`src/rtl/pwm_multichannel_gen_if.sv`:
```
// -----------------------------------------------------------------------------
// pwm_multichannel_gen_if
// Bundles the front-panel controls and the PWM/status outputs of
// pwm_multichannel_gen. clk and rst stay plain ports of the generator.
//
// Signals:
//   sum          : increment button, active low, asynchronous to clk
//   rest         : decrement button, active low, asynchronous to clk
//   ch_sel       : channel targeted by sum/rest
//   ena          : prescaler tick, one clk wide
//   value        : current period counter
//   pwm_out      : PWM outputs, bit c belongs to channel c
//   referencia   : pending (shadow) duty of the selected channel
//   enaSel       : one-clk pulse when a shadow duty changes
//   period_start : one-clk pulse when the period restarts
//
// Modports:
//   master : front-panel side (drives the buttons and selector)
//   slave  : the PWM generator
// -----------------------------------------------------------------------------
interface pwm_multichannel_gen_if #(
    parameter int CHANNELS        = 4,
    parameter int RESOLUTION_BITS = 8,
    parameter int SEL_BITS        = 2
);
    logic                       sum;
    logic                       rest;
    logic [SEL_BITS-1:0]        ch_sel;
    logic                       ena;
    logic [RESOLUTION_BITS-1:0] value;
    logic [CHANNELS-1:0]        pwm_out;
    logic [RESOLUTION_BITS-1:0] referencia;
    logic                       enaSel;
    logic                       period_start;

    modport master (
        output sum, rest, ch_sel,
        input  ena, value, pwm_out, referencia, enaSel, period_start
    );

    modport slave (
        input  sum, rest, ch_sel,
        output ena, value, pwm_out, referencia, enaSel, period_start
    );
endinterface

```
`src/rtl/pwm_multichannel_gen.sv`:
```
// -----------------------------------------------------------------------------
// pwm_multichannel_gen
// CHANNELS independent PWM outputs driven from one shared prescaler and one
// shared period counter. Each channel owns a shadow duty (edited by the
// sum/rest push-buttons on the channel picked by ch_sel) and an active duty
// (used by the comparator). Shadow is copied to active only at the period
// start, so an output never glitches mid-period.
//
// Ports:
//   clk : system clock
//   rst : asynchronous active-low reset
//   bus : pwm_multichannel_gen_if.slave
//         inputs  sum, rest (active-low buttons), ch_sel
//         outputs ena, value, pwm_out, referencia, enaSel, period_start
//
// Build option:
//   PWM_CENTER_ALIGN_EN : when defined the period counter runs as a triangle
//   (0 up to max, back down to 0) giving centre-aligned pulses; when
//   undefined it is an edge-aligned sawtooth.
// -----------------------------------------------------------------------------
module pwm_multichannel_gen #(
    parameter int CHANNELS        = 4,
    parameter int FRECUENCY_BITS  = 3,
    parameter int RESOLUTION_BITS = 8,
    parameter int SEL_BITS        = 2
) (
    input  logic                  clk,
    input  logic                  rst,
    pwm_multichannel_gen_if.slave bus
);

    localparam logic [RESOLUTION_BITS-1:0] DUTY_MAX = '1;
    localparam logic [RESOLUTION_BITS-1:0] DUTY_ONE = RESOLUTION_BITS'(1);

    function automatic logic [RESOLUTION_BITS-1:0] sat_inc(
        input logic [RESOLUTION_BITS-1:0] d
    );
        return (d == DUTY_MAX) ? d : d + DUTY_ONE;
    endfunction

    function automatic logic [RESOLUTION_BITS-1:0] sat_dec(
        input logic [RESOLUTION_BITS-1:0] d
    );
        return (d == '0) ? d : d - DUTY_ONE;
    endfunction

    logic [FRECUENCY_BITS-1:0]  r_presc;
    logic [RESOLUTION_BITS-1:0] r_value;
    logic [CHANNELS-1:0]        r_pwm;
    logic                       r_enaSel;
    logic [RESOLUTION_BITS-1:0] r_shadow [CHANNELS];
    logic [RESOLUTION_BITS-1:0] r_active [CHANNELS];

    logic r_sum_s1, r_sum_s2, r_sum_prev;
    logic r_rest_s1, r_rest_s2, r_rest_prev;
    logic [1:0] r_warm;

`ifdef PWM_CENTER_ALIGN_EN
    logic r_down;
`endif

    logic                       w_ena;
    logic                       w_wrap;
    logic                       w_sum_fall;
    logic                       w_rest_fall;
    logic                       w_step_up;
    logic                       w_step_dn;
    logic                       w_sel_valid;
    logic [RESOLUTION_BITS-1:0] w_sel_duty;
    logic [RESOLUTION_BITS-1:0] w_next_duty;
    logic                       w_duty_change;

    // ---------------- prescaler ----------------
    always_ff @(posedge clk or negedge rst) begin
        if (!rst) begin
            r_presc <= '0;
        end else begin
            r_presc <= r_presc + FRECUENCY_BITS'(1);
        end
    end

    assign w_ena = &r_presc;

    // ---------------- period counter ----------------
`ifdef PWM_CENTER_ALIGN_EN
    // Valley is reached on the downward tick from 1 to 0.
    assign w_wrap = w_ena & r_down & (r_value == DUTY_ONE);

    always_ff @(posedge clk or negedge rst) begin
        if (!rst) begin
            r_value <= '0;
            r_down  <= 1'b0;
        end else if (w_ena) begin
            if (!r_down) begin
                if (r_value == DUTY_MAX) begin
                    r_down  <= 1'b1;
                    r_value <= r_value - DUTY_ONE;
                end else begin
                    r_value <= r_value + DUTY_ONE;
                end
            end else begin
                if (r_value == DUTY_ONE) begin
                    r_down <= 1'b0;
                end
                r_value <= r_value - DUTY_ONE;
            end
        end
    end
`else
    assign w_wrap = w_ena & (r_value == DUTY_MAX);

    always_ff @(posedge clk or negedge rst) begin
        if (!rst) begin
            r_value <= '0;
        end else if (w_ena) begin
            r_value <= r_value + DUTY_ONE;
        end
    end
`endif

    // ---------------- button synchronisers / edge detect ----------------
    // r_warm gates the edge detectors until the synchronisers hold real
    // samples, and the prev registers start at 0: a button still held low
    // across reset release therefore never looks like a fresh press.
    always_ff @(posedge clk or negedge rst) begin
        if (!rst) begin
            r_sum_s1    <= 1'b1;
            r_sum_s2    <= 1'b1;
            r_rest_s1   <= 1'b1;
            r_rest_s2   <= 1'b1;
            r_sum_prev  <= 1'b0;
            r_rest_prev <= 1'b0;
            r_warm      <= 2'b00;
        end else begin
            r_sum_s1    <= bus.sum;
            r_sum_s2    <= r_sum_s1;
            r_rest_s1   <= bus.rest;
            r_rest_s2   <= r_rest_s1;
            r_warm      <= {r_warm[0], 1'b1};
            r_sum_prev  <= r_warm[1] & r_sum_s2;
            r_rest_prev <= r_warm[1] & r_rest_s2;
        end
    end

    assign w_sum_fall  = r_sum_prev  & ~r_sum_s2;
    assign w_rest_fall = r_rest_prev & ~r_rest_s2;
    assign w_step_up   = w_sum_fall  & ~w_rest_fall;
    assign w_step_dn   = w_rest_fall & ~w_sum_fall;

    // ---------------- channel select / next duty ----------------
    always_comb begin
        w_sel_valid = 1'b0;
        w_sel_duty  = '0;
        for (int c = 0; c < CHANNELS; c++) begin
            if (bus.ch_sel == SEL_BITS'(c)) begin
                w_sel_valid = 1'b1;
                w_sel_duty  = r_shadow[c];
            end
        end
    end

    always_comb begin
        w_next_duty = w_sel_duty;
        if (w_step_up) begin
            w_next_duty = sat_inc(w_sel_duty);
        end else if (w_step_dn) begin
            w_next_duty = sat_dec(w_sel_duty);
        end
    end

    // Saturated or invalid steps leave the duty equal and so raise no enaSel.
    assign w_duty_change = w_sel_valid & (w_next_duty != w_sel_duty);

    // ---------------- shadow / active duties, compare ----------------
    always_ff @(posedge clk or negedge rst) begin
        if (!rst) begin
            r_enaSel <= 1'b0;
            r_pwm    <= '0;
            for (int c = 0; c < CHANNELS; c++) begin
                r_shadow[c] <= '0;
                r_active[c] <= '0;
            end
        end else begin
            r_enaSel <= w_duty_change;
            for (int c = 0; c < CHANNELS; c++) begin
                if (w_duty_change && (bus.ch_sel == SEL_BITS'(c))) begin
                    r_shadow[c] <= w_next_duty;
                end
                // Non-blocking: an edit landing in the wrap cycle is not
                // transferred until the following period.
                if (w_wrap) begin
                    r_active[c] <= r_shadow[c];
                end
                r_pwm[c] <= (r_value < r_active[c]);
            end
        end
    end

    // ---------------- outputs ----------------
    assign bus.ena          = w_ena;
    assign bus.value        = r_value;
    assign bus.pwm_out      = r_pwm;
    assign bus.referencia   = w_sel_duty;
    assign bus.enaSel       = r_enaSel;
    assign bus.period_start = w_wrap;

endmodule
```
`src/flat_wrapper.sv`:
```
// flat-port wrapper written by rule: the top's interface ports become plain ports
module pwm_multichannel_gen_flat 
#(
    parameter int CHANNELS        = 4,
    parameter int FRECUENCY_BITS  = 3,
    parameter int RESOLUTION_BITS = 8,
    parameter int SEL_BITS        = 2
)
  (clk, rst, bus_sum, bus_rest, bus_ch_sel, bus_ena, bus_value, bus_pwm_out, bus_referencia, bus_enaSel, bus_period_start);
  pwm_multichannel_gen_if #(.CHANNELS(CHANNELS), .RESOLUTION_BITS(RESOLUTION_BITS), .SEL_BITS(SEL_BITS)) bus_i ();
  input  logic clk;
  input  logic rst;
  input wire logic [$bits(bus_i.sum)-1:0] bus_sum;
  input wire logic [$bits(bus_i.rest)-1:0] bus_rest;
  input wire logic [$bits(bus_i.ch_sel)-1:0] bus_ch_sel;
  output wire logic [$bits(bus_i.ena)-1:0] bus_ena;
  output wire logic [$bits(bus_i.value)-1:0] bus_value;
  output wire logic [$bits(bus_i.pwm_out)-1:0] bus_pwm_out;
  output wire logic [$bits(bus_i.referencia)-1:0] bus_referencia;
  output wire logic [$bits(bus_i.enaSel)-1:0] bus_enaSel;
  output wire logic [$bits(bus_i.period_start)-1:0] bus_period_start;
  assign bus_i.sum = bus_sum;
  assign bus_i.rest = bus_rest;
  assign bus_i.ch_sel = bus_ch_sel;
  assign bus_ena = bus_i.ena;
  assign bus_value = bus_i.value;
  assign bus_pwm_out = bus_i.pwm_out;
  assign bus_referencia = bus_i.referencia;
  assign bus_enaSel = bus_i.enaSel;
  assign bus_period_start = bus_i.period_start;
  pwm_multichannel_gen #(.CHANNELS(CHANNELS), .FRECUENCY_BITS(FRECUENCY_BITS), .RESOLUTION_BITS(RESOLUTION_BITS), .SEL_BITS(SEL_BITS)) u_core (.clk(clk), .rst(rst), .bus(bus_i));
endmodule
```
`config.mk`:
```
export PLATFORM = sky130hd
export DESIGN_NAME = pwm_multichannel_gen_flat
export DESIGN_NICKNAME = d
export VERILOG_FILES = /design/src/rtl/pwm_multichannel_gen_if.sv /design/src/rtl/pwm_multichannel_gen.sv /design/src/flat_wrapper.sv
export SDC_FILE = /design/constraint.sdc
export NUM_CORES = 1
export LEC_CHECK = 0
export BUFFER_PORTS_ARGS = -buffer_cell sky130_fd_sc_hd__buf_2
export CAP_MARGIN = 20
export CORE_MARGIN = 2
export CORE_UTILIZATION = 44
export CTS_CLUSTER_SIZE = 16
export DETAILED_ROUTE_END_ITERATION = 6
export GPL_TIMING_DRIVEN = 0
export PLACE_DENSITY_LB_ADDON = 0.1
export SYNTH_ARGS = -nofsm -noshare
export SYNTH_HDL_FRONTEND = slang
export SYNTH_SLANG_ARGS = --single-unit
```
`constraint.sdc`:
```
create_clock -name clk -period 2.88 [get_ports clk]
set_input_delay 0.432 -clock clk [delete_from_list [all_inputs] [get_ports clk]]
set_output_delay 0.432 -clock clk [all_outputs]
set_load 0.05 [all_outputs]
```
==> impl_results.md, run 1 <==
- Buffers & Inverters on Critical Path: 3
- Number of buffers created by CTS: 9
- Final hold vios: 0
- Num ports: 29
- DRC violations left: 0
- Worst vdd ir: 0.000390 V
- CP dominant cell by count: inv_2
- Crit path to: u_core.r_shadow[17]
- Vias: 3162
- Total grt overflow: 0
- Die height: 106 um
- HPWL Detailed: 7300 um
- Cell Area, Synth: 4550 sq um
- Critical path endpoint category: register
- First-pass GRT wire length: 17100 um
- Share of the synthesized area in the top cell type: 46.2%
- Sum of negative setup slack: -0.0363 ns
- R2R setup slack: -0.01 ns
- CP max stage cell: mux4_2
- Layout cells sized above 1: 25.5%
- Final ANT Viol Nets: 0
- Worst min-delay path class: input pin to register
- Non-filler instance count after layout: 618
- Crit path max fanout: 8
- Final setup margin: -0.0125 ns
- DIE AREA: 11200 sq um
- WHS: 0.166 ns
- Clock slew at the register clock pins of the worst setup and hold paths: 0.09 ns
- Critical Path RT: 3.11 ns
- Status: finished with violations
- Highest routed layer: met4
- Post-synth net total: 454
- Initial antenna violation count: 0
- Final wirelength: 10200 um
- RSZ-0062 raised after global routing: yes
- Core Region: 10200 sq um
- Post-synth ARST share: 100%
- Wl on met1: 5010 um
- TritonCTS clock tree: built
- Pin count of the biggest net entering global routing: 68
- Post-synthesis sequential area ratio: 48.5%
- Layout area overhead: 17.1%
- H-Tree Depth: 3
- Fmax: 346 MHz
- Startpoint Class: register
- Setup violations, final: 5
- Number of cells on the critical path: 10
- Distinct cell type count after synthesis: 52
- Die Width: 106 um
- Metal2 WL: 4780 um
- RR Startpoint: u_core.r_shadow[1]
- Clock root buffer: clkbuf_8
- Ys flop type: dfrtp_1
- DR pass1 iterations: 5
- Area contributors post-synth: dfrtp_1, ha_1, nand2_1, mux2_4, o21ai_0
- Crit path kind: register to register
- Tmin final: 2.89 ns
- CP delay by family, top: multiplexers
- Buffers on Ports: 28
- Failing checks: negative setup slack
- Ys Warns: 0
- Total Power: 3790 uW
- Clock sink count: 88
- GRT Util Overall: 19.7%
- CTS max path bufs: 2
- Average cell area after synthesis: 11.0 sq um
- WP data arrival: 3.13 ns
- Synth Instances: 414
- Number of placement rows: 37
- Nets@finish: 517
- Slew Viols, Final: 0
- Crit share post-route: 100%
- Maxcap violations: 0
- Vias per std cell: 5.12
- Crit-path cells: mux4_2, inv_2, ha_4, inv_2, or4_4, o31ai_4, a21bo_4, and3b_1, buf_6, mux2_4
- Placed instance count: 579
- DR iter-0 viols: 191
- DR WL/cell: 16.5 um
- Critical R2R Capture: u_core.r_shadow[17]
- Leakage: 0.00252 uW
- Vias in the first global route: 3256
- Gpl congestion: 0.868
- Pwr dens: 710 nW/um^2
- WL met3: 302 um
- Initial core utilization: 44.7%
- R2R cell count: 10
- Clock Skews: 0.0109 ns
- Critical Path Max Stage Delay: 0.54 ns
- CP startpoint: u_core.r_shadow[1]
- Post-synth EDFFs: 0
- Synth area leader: dfrtp_1
- Synth Register Bits: 88
- Skew-Pair Late Insertion Delay: 0.35 ns
- N_diodes: 0
## through the flow
step / utilization, % / cell area (sq um) / setup slack, ns
detailed placement: 48.2 / 4910 / -0.629
floorplan: - / 4570 / -0.280
finish: 52.3 / 5330 / -0.0125
CTS: 51.7 / 5270 / -0.0945
global route: 52.3 / 5330 / -0.0695
global placement: 47.9 / 4880 / -0.657
## cell type report
cell class | instances | area (sq um)
Timing Repair Buffer | 55 | 385
Fill cell | 945 | 4850
Clock inverter | 6 | 70.1
Sequential cell | 88 | 2210
Multi-Input combinational cell | 271 | 2140
Tap cell | 136 | 170
Inverter | 38 | 145
Buffer | 14 | 86.3
Clock buffer | 10 | 128
## power by group
group	internal [uW]	switching [uW]
registers	1430	161
logic	591	736
clock network	405	459
total	2430	1360
## synth_stat cells, drive strengths merged, types with 7 or more instances
master and count:
dfrtp 84, nand2 61, inv 38, ha 34, o21ai 30, mux2 23, a21o 17, nor2 12
a21oi 11, clkbuf 10, mux4 8, buf 7, xnor2 7
## worst min path at each step
stage / start / slack [ns] / to / cells past startpoint
floorplan: rst / 0.14 / u_core.bus.enaSel / 0
global placement: u_core.r_warm[0] / 0.34 / u_core.r_warm[1] / 0
detailed placement: u_core.r_warm[0] / 0.33 / u_core.r_warm[1] / 0
CTS: bus_sum / 0.15 / u_core.r_sum_s1 / 1
global route: bus_rest / 0.14 / u_core.r_rest_s1 / 1
finish: bus_sum / 0.17 / u_core.r_sum_s1 / 1
## cells in the final DEF, fill, tap and decap left out, drive strengths merged, types with 3 or more instances in the layout
| cell | n |
|---|---|
| and3 | 4 |
| a21oi | 11 |
| a21o | 17 |
| mux2 | 23 |
| mux4 | 8 |
| o21a | 4 |
| and2 | 4 |
| xnor2 | 7 |
| mux2i | 4 |
| inv | 38 |
| ha | 34 |
| clkinvlp | 3 |
| dfrtp | 84 |
| nand3 | 3 |
| nand4 | 4 |
| nand2b | 6 |
| nand2 | 61 |
| a31oi | 5 |
| dfstp | 4 |
| nor2 | 12 |
| clkbuf | 20 |
| xor2 | 4 |
| buf | 58 |
| o21ai | 30 |
| o211ai | 4 |
## worst reg2reg max path, stage by stage (launching register included)
cell     delay, ns
dfrtp_1       0.40
mux4_2        0.54
inv_2         0.11
ha_4          0.13
inv_2         0.03
or4_4         0.44
o31ai_4       0.23
a21bo_4       0.28
and3b_1       0.18
buf_6         0.15
mux2_4        0.30
## kinds of logic after synthesis
family,after synthesis,share of synthesized area (%)
AO/OA/AOI/OAI,84,12.2
XOR/XNOR,11,2.12
adder cells (fa/ha/maj),34,9.34
buffers and inverters,55,5.22
flip-flops,88,48.5
multiplexers,35,11.7
other,1,0.0823
AND/OR/NAND/NOR,106,10.9
## sequential cells by signal, summed over array words and instances (netlist names), 2 cells and up
| name | flops |
|---|---|
| u_core.bus.pwm_out | 4 |
| u_core.bus.value | 8 |
| u_core.r_active | 32 |
| u_core.r_shadow | 32 |
| u_core.r_presc | 3 |
| u_core.r_warm | 2 |
## timing repair
action / in CTS / in global routing
buffers inserted: 19 / 6
endpoints found under the hold margin: 21 / 0
pin swaps: 1 / 2
hold buffers: 1 / 0
resized for setup: 2 / 10
endpoints found under the setup margin: 30 / 31
## layer usage
metal | global-route usage, % | vias up
li1 | - | 1550
met1 | 29.2 | 1550
met2 | 30.0 | 53
met3 | 2.72 | 9
met4 | 6.39 | 0
met5 | 0 | -
(Power assumes the default switching activity.)
==> run 2, diff against run 1 <==
MAX_ROUTING_LAYER = met4   (was default)
==> run 2 against run 1 <==
Effect of this change: the run still ends with negative setup slack left; worst setup slack better by 0.0024 ns; core utilization unchanged; wire length up 0.25%; sequential power about the same; register-to-register slack about the same; non-clock buffer count unchanged; global-route usage up 0.55 points; flip-flop and latch count unchanged; sequential share of layout area unchanged; fmax about the same; via count up 0.70%; power up 0.12%; largest cell class unchanged.
==> impl_results.md, run 2 (same netlist as run 1, synthesis figures left out) <==
- DIE AREA: 11200 sq um
- Pwr dens: 711 nW/um^2
- Crit path to: u_core.r_shadow[17]
- Slew Viols, Final: 0
- Final setup margin: -0.0101 ns
- RR Startpoint: u_core.r_shadow[1]
- GRT Util Overall: 20.3%
- Critical Path RT: 3.12 ns
- Core Region: 10200 sq um
- HPWL Detailed: 7300 um
- Total grt overflow: 0
- Initial core utilization: 44.7%
- CP startpoint: u_core.r_shadow[1]
- R2R setup slack: -0.01 ns
- Crit share post-route: 100%
- H-Tree Depth: 3
- Vias: 3184
- DR WL/cell: 16.6 um
- Layout cells sized above 1: 25.5%
- Skew-Pair Late Insertion Delay: 0.36 ns
- Die Width: 106 um
- Failing checks: negative setup slack
- Critical Path Max Stage Delay: 0.53 ns
- Vias per std cell: 5.15
- Commonest non-fill, non-tap cells in the layout: dfrtp_1, nand2_1, inv_1, ha_1, o21ai_0
- DR iter-0 viols: 162
- CP max stage cell: mux4_2
- Commonest non-fill, non-tap cell in the layout: dfrtp_1
- Post-place setup slack: -0.629 ns
- Crit path kind: register to register
- WP data arrival: 3.13 ns
- Fmax: 346 MHz
- Final hold vios: 0
- CP delay by family, top: multiplexers
- Number of placement rows: 37
- Crit-path cells: mux4_2, inv_2, ha_4, inv_2, or4_4, o31ai_4, a21bo_4, and3b_1, buf_6, mux2_4
- Clock Skews: 0.0121 ns
- Non-filler instance count after layout: 618
- R2R cell count: 10
- TritonCTS clock tree: built
- Critical path endpoint category: register
- N_diodes: 0
- Pin count of the biggest net entering global routing: 68
- Fill cell count: 945
- Status: finished with violations
- Die height: 106 um
- Final ANT Viol Nets: 0
- Placed instance count: 579
- Crit path max fanout: 8
- Buffers on Ports: 28
- First-pass GRT wire length: 17100 um
- Setup violations, final: 5
- Number of cells on the critical path: 10
- RSZ-0062 raised after global routing: yes
- Maxcap violations: 0
- Vias in the first global route: 3260
- Nets@finish: 517
- Leakage: 0.00252 uW
- Startpoint Class: register
- Initial antenna violation count: 0
- Gpl congestion: 0.883
- Clock slew at the register clock pins of the worst setup and hold paths: 0.09 ns
- Number of buffers created by CTS: 9
- Num ports: 29
- Worst vdd ir: 0.000391 V
- Critical R2R Capture: u_core.r_shadow[17]
- CTS max path bufs: 2
- Layout area overhead: 17.1%
- Total Power: 3790 uW
- Clock sink count: 88
- Clock root buffer: clkbuf_8
- Tmin final: 2.89 ns
- DR pass1 iterations: 5
- CP dominant cell by count: inv_2
- Worst min-delay path class: input pin to register
- Final wirelength: 10200 um
- Buffers & Inverters on Critical Path: 3
- DRC violations left: 0
-- run 2: final cells by class --
cell class / count / area, sq um / share of cell area, %
buffer: 14 / 86.3 / 1.62
clock buffer: 10 / 128 / 2.39
clock inverter: 6 / 70.1 / 1.31
inverter: 38 / 145 / 2.72
multi-input combinational: 271 / 2140 / 40.1
sequential: 88 / 2210 / 41.4
tap: 136 / 170 / 3.19
timing repair buffer: 55 / 385 / 7.23
-- run 2: power breakdown --
part / internal [uW] / total, uW / switching, uW
Combinational: 591 / 1330 / 736
Sequential: 1430 / 1590 / 160
Clock: 404 / 870 / 466
-- run 2: worst min-delay path by stage --
stage | cells past startpoint | slack [ns] | startpoint | endpoint
6_report | 1 | 0.16 | bus_sum | u_core.r_sum_s1
3_3_place_gp | 0 | 0.34 | u_core.r_warm[0] | u_core.r_warm[1]
3_5_place_dp | 0 | 0.33 | u_core.r_warm[0] | u_core.r_warm[1]
4_1_cts | 1 | 0.15 | bus_sum | u_core.r_sum_s1
5_1_grt | 1 | 0.14 | bus_rest | u_core.r_rest_s1
2_1_floorplan | 0 | 0.14 | rst | u_core.bus.enaSel
-- run 2: worst register-to-register path: cells and delay by family (launching register included) --
kind / cells / cell delay [ns]
AO/OA/AOI/OAI: 2 / 0.51
adder cells (fa/ha/maj): 1 / 0.13
buffers and inverters: 3 / 0.29
flip-flops: 1 / 0.40
multiplexers: 2 / 0.83
AND/OR/NAND/NOR: 2 / 0.62
-- run 2: through the flow --
stage	instance area (sq um)	utilization [%]	hold WS [ns]	setup TNS [ns]
finish	5330	52.3	0.156	-0.0250
global route	5330	52.3	0.143	-0.649
CTS	5270	51.7	0.149	-1.27
detailed placement	4910	48.2	0.335	-14.66
global placement	4880	47.9	0.336	-14.60
floorplan	4570	-	0.136	-5.88
-- run 2: per-layer routing --
metal  global-route usage [%]  up-vias  part of all wire, %
li1                         -     1546                    -
met1                     29.2     1568                   49
met2                     29.9       59                   46
met3                     2.72       11                  3.5
met4                     6.39        0                  1.5
met5                        -        -                    0
-- run 2: repair_timing --
action / CTS / global route
endpoints found under the setup margin: 30 / 31
pin swaps: 1 / 2
hold endpoints to repair: 21 / 0
hold buffers: 1 / 0
resized for setup: 2 / 10
setup buffers: 19 / 6
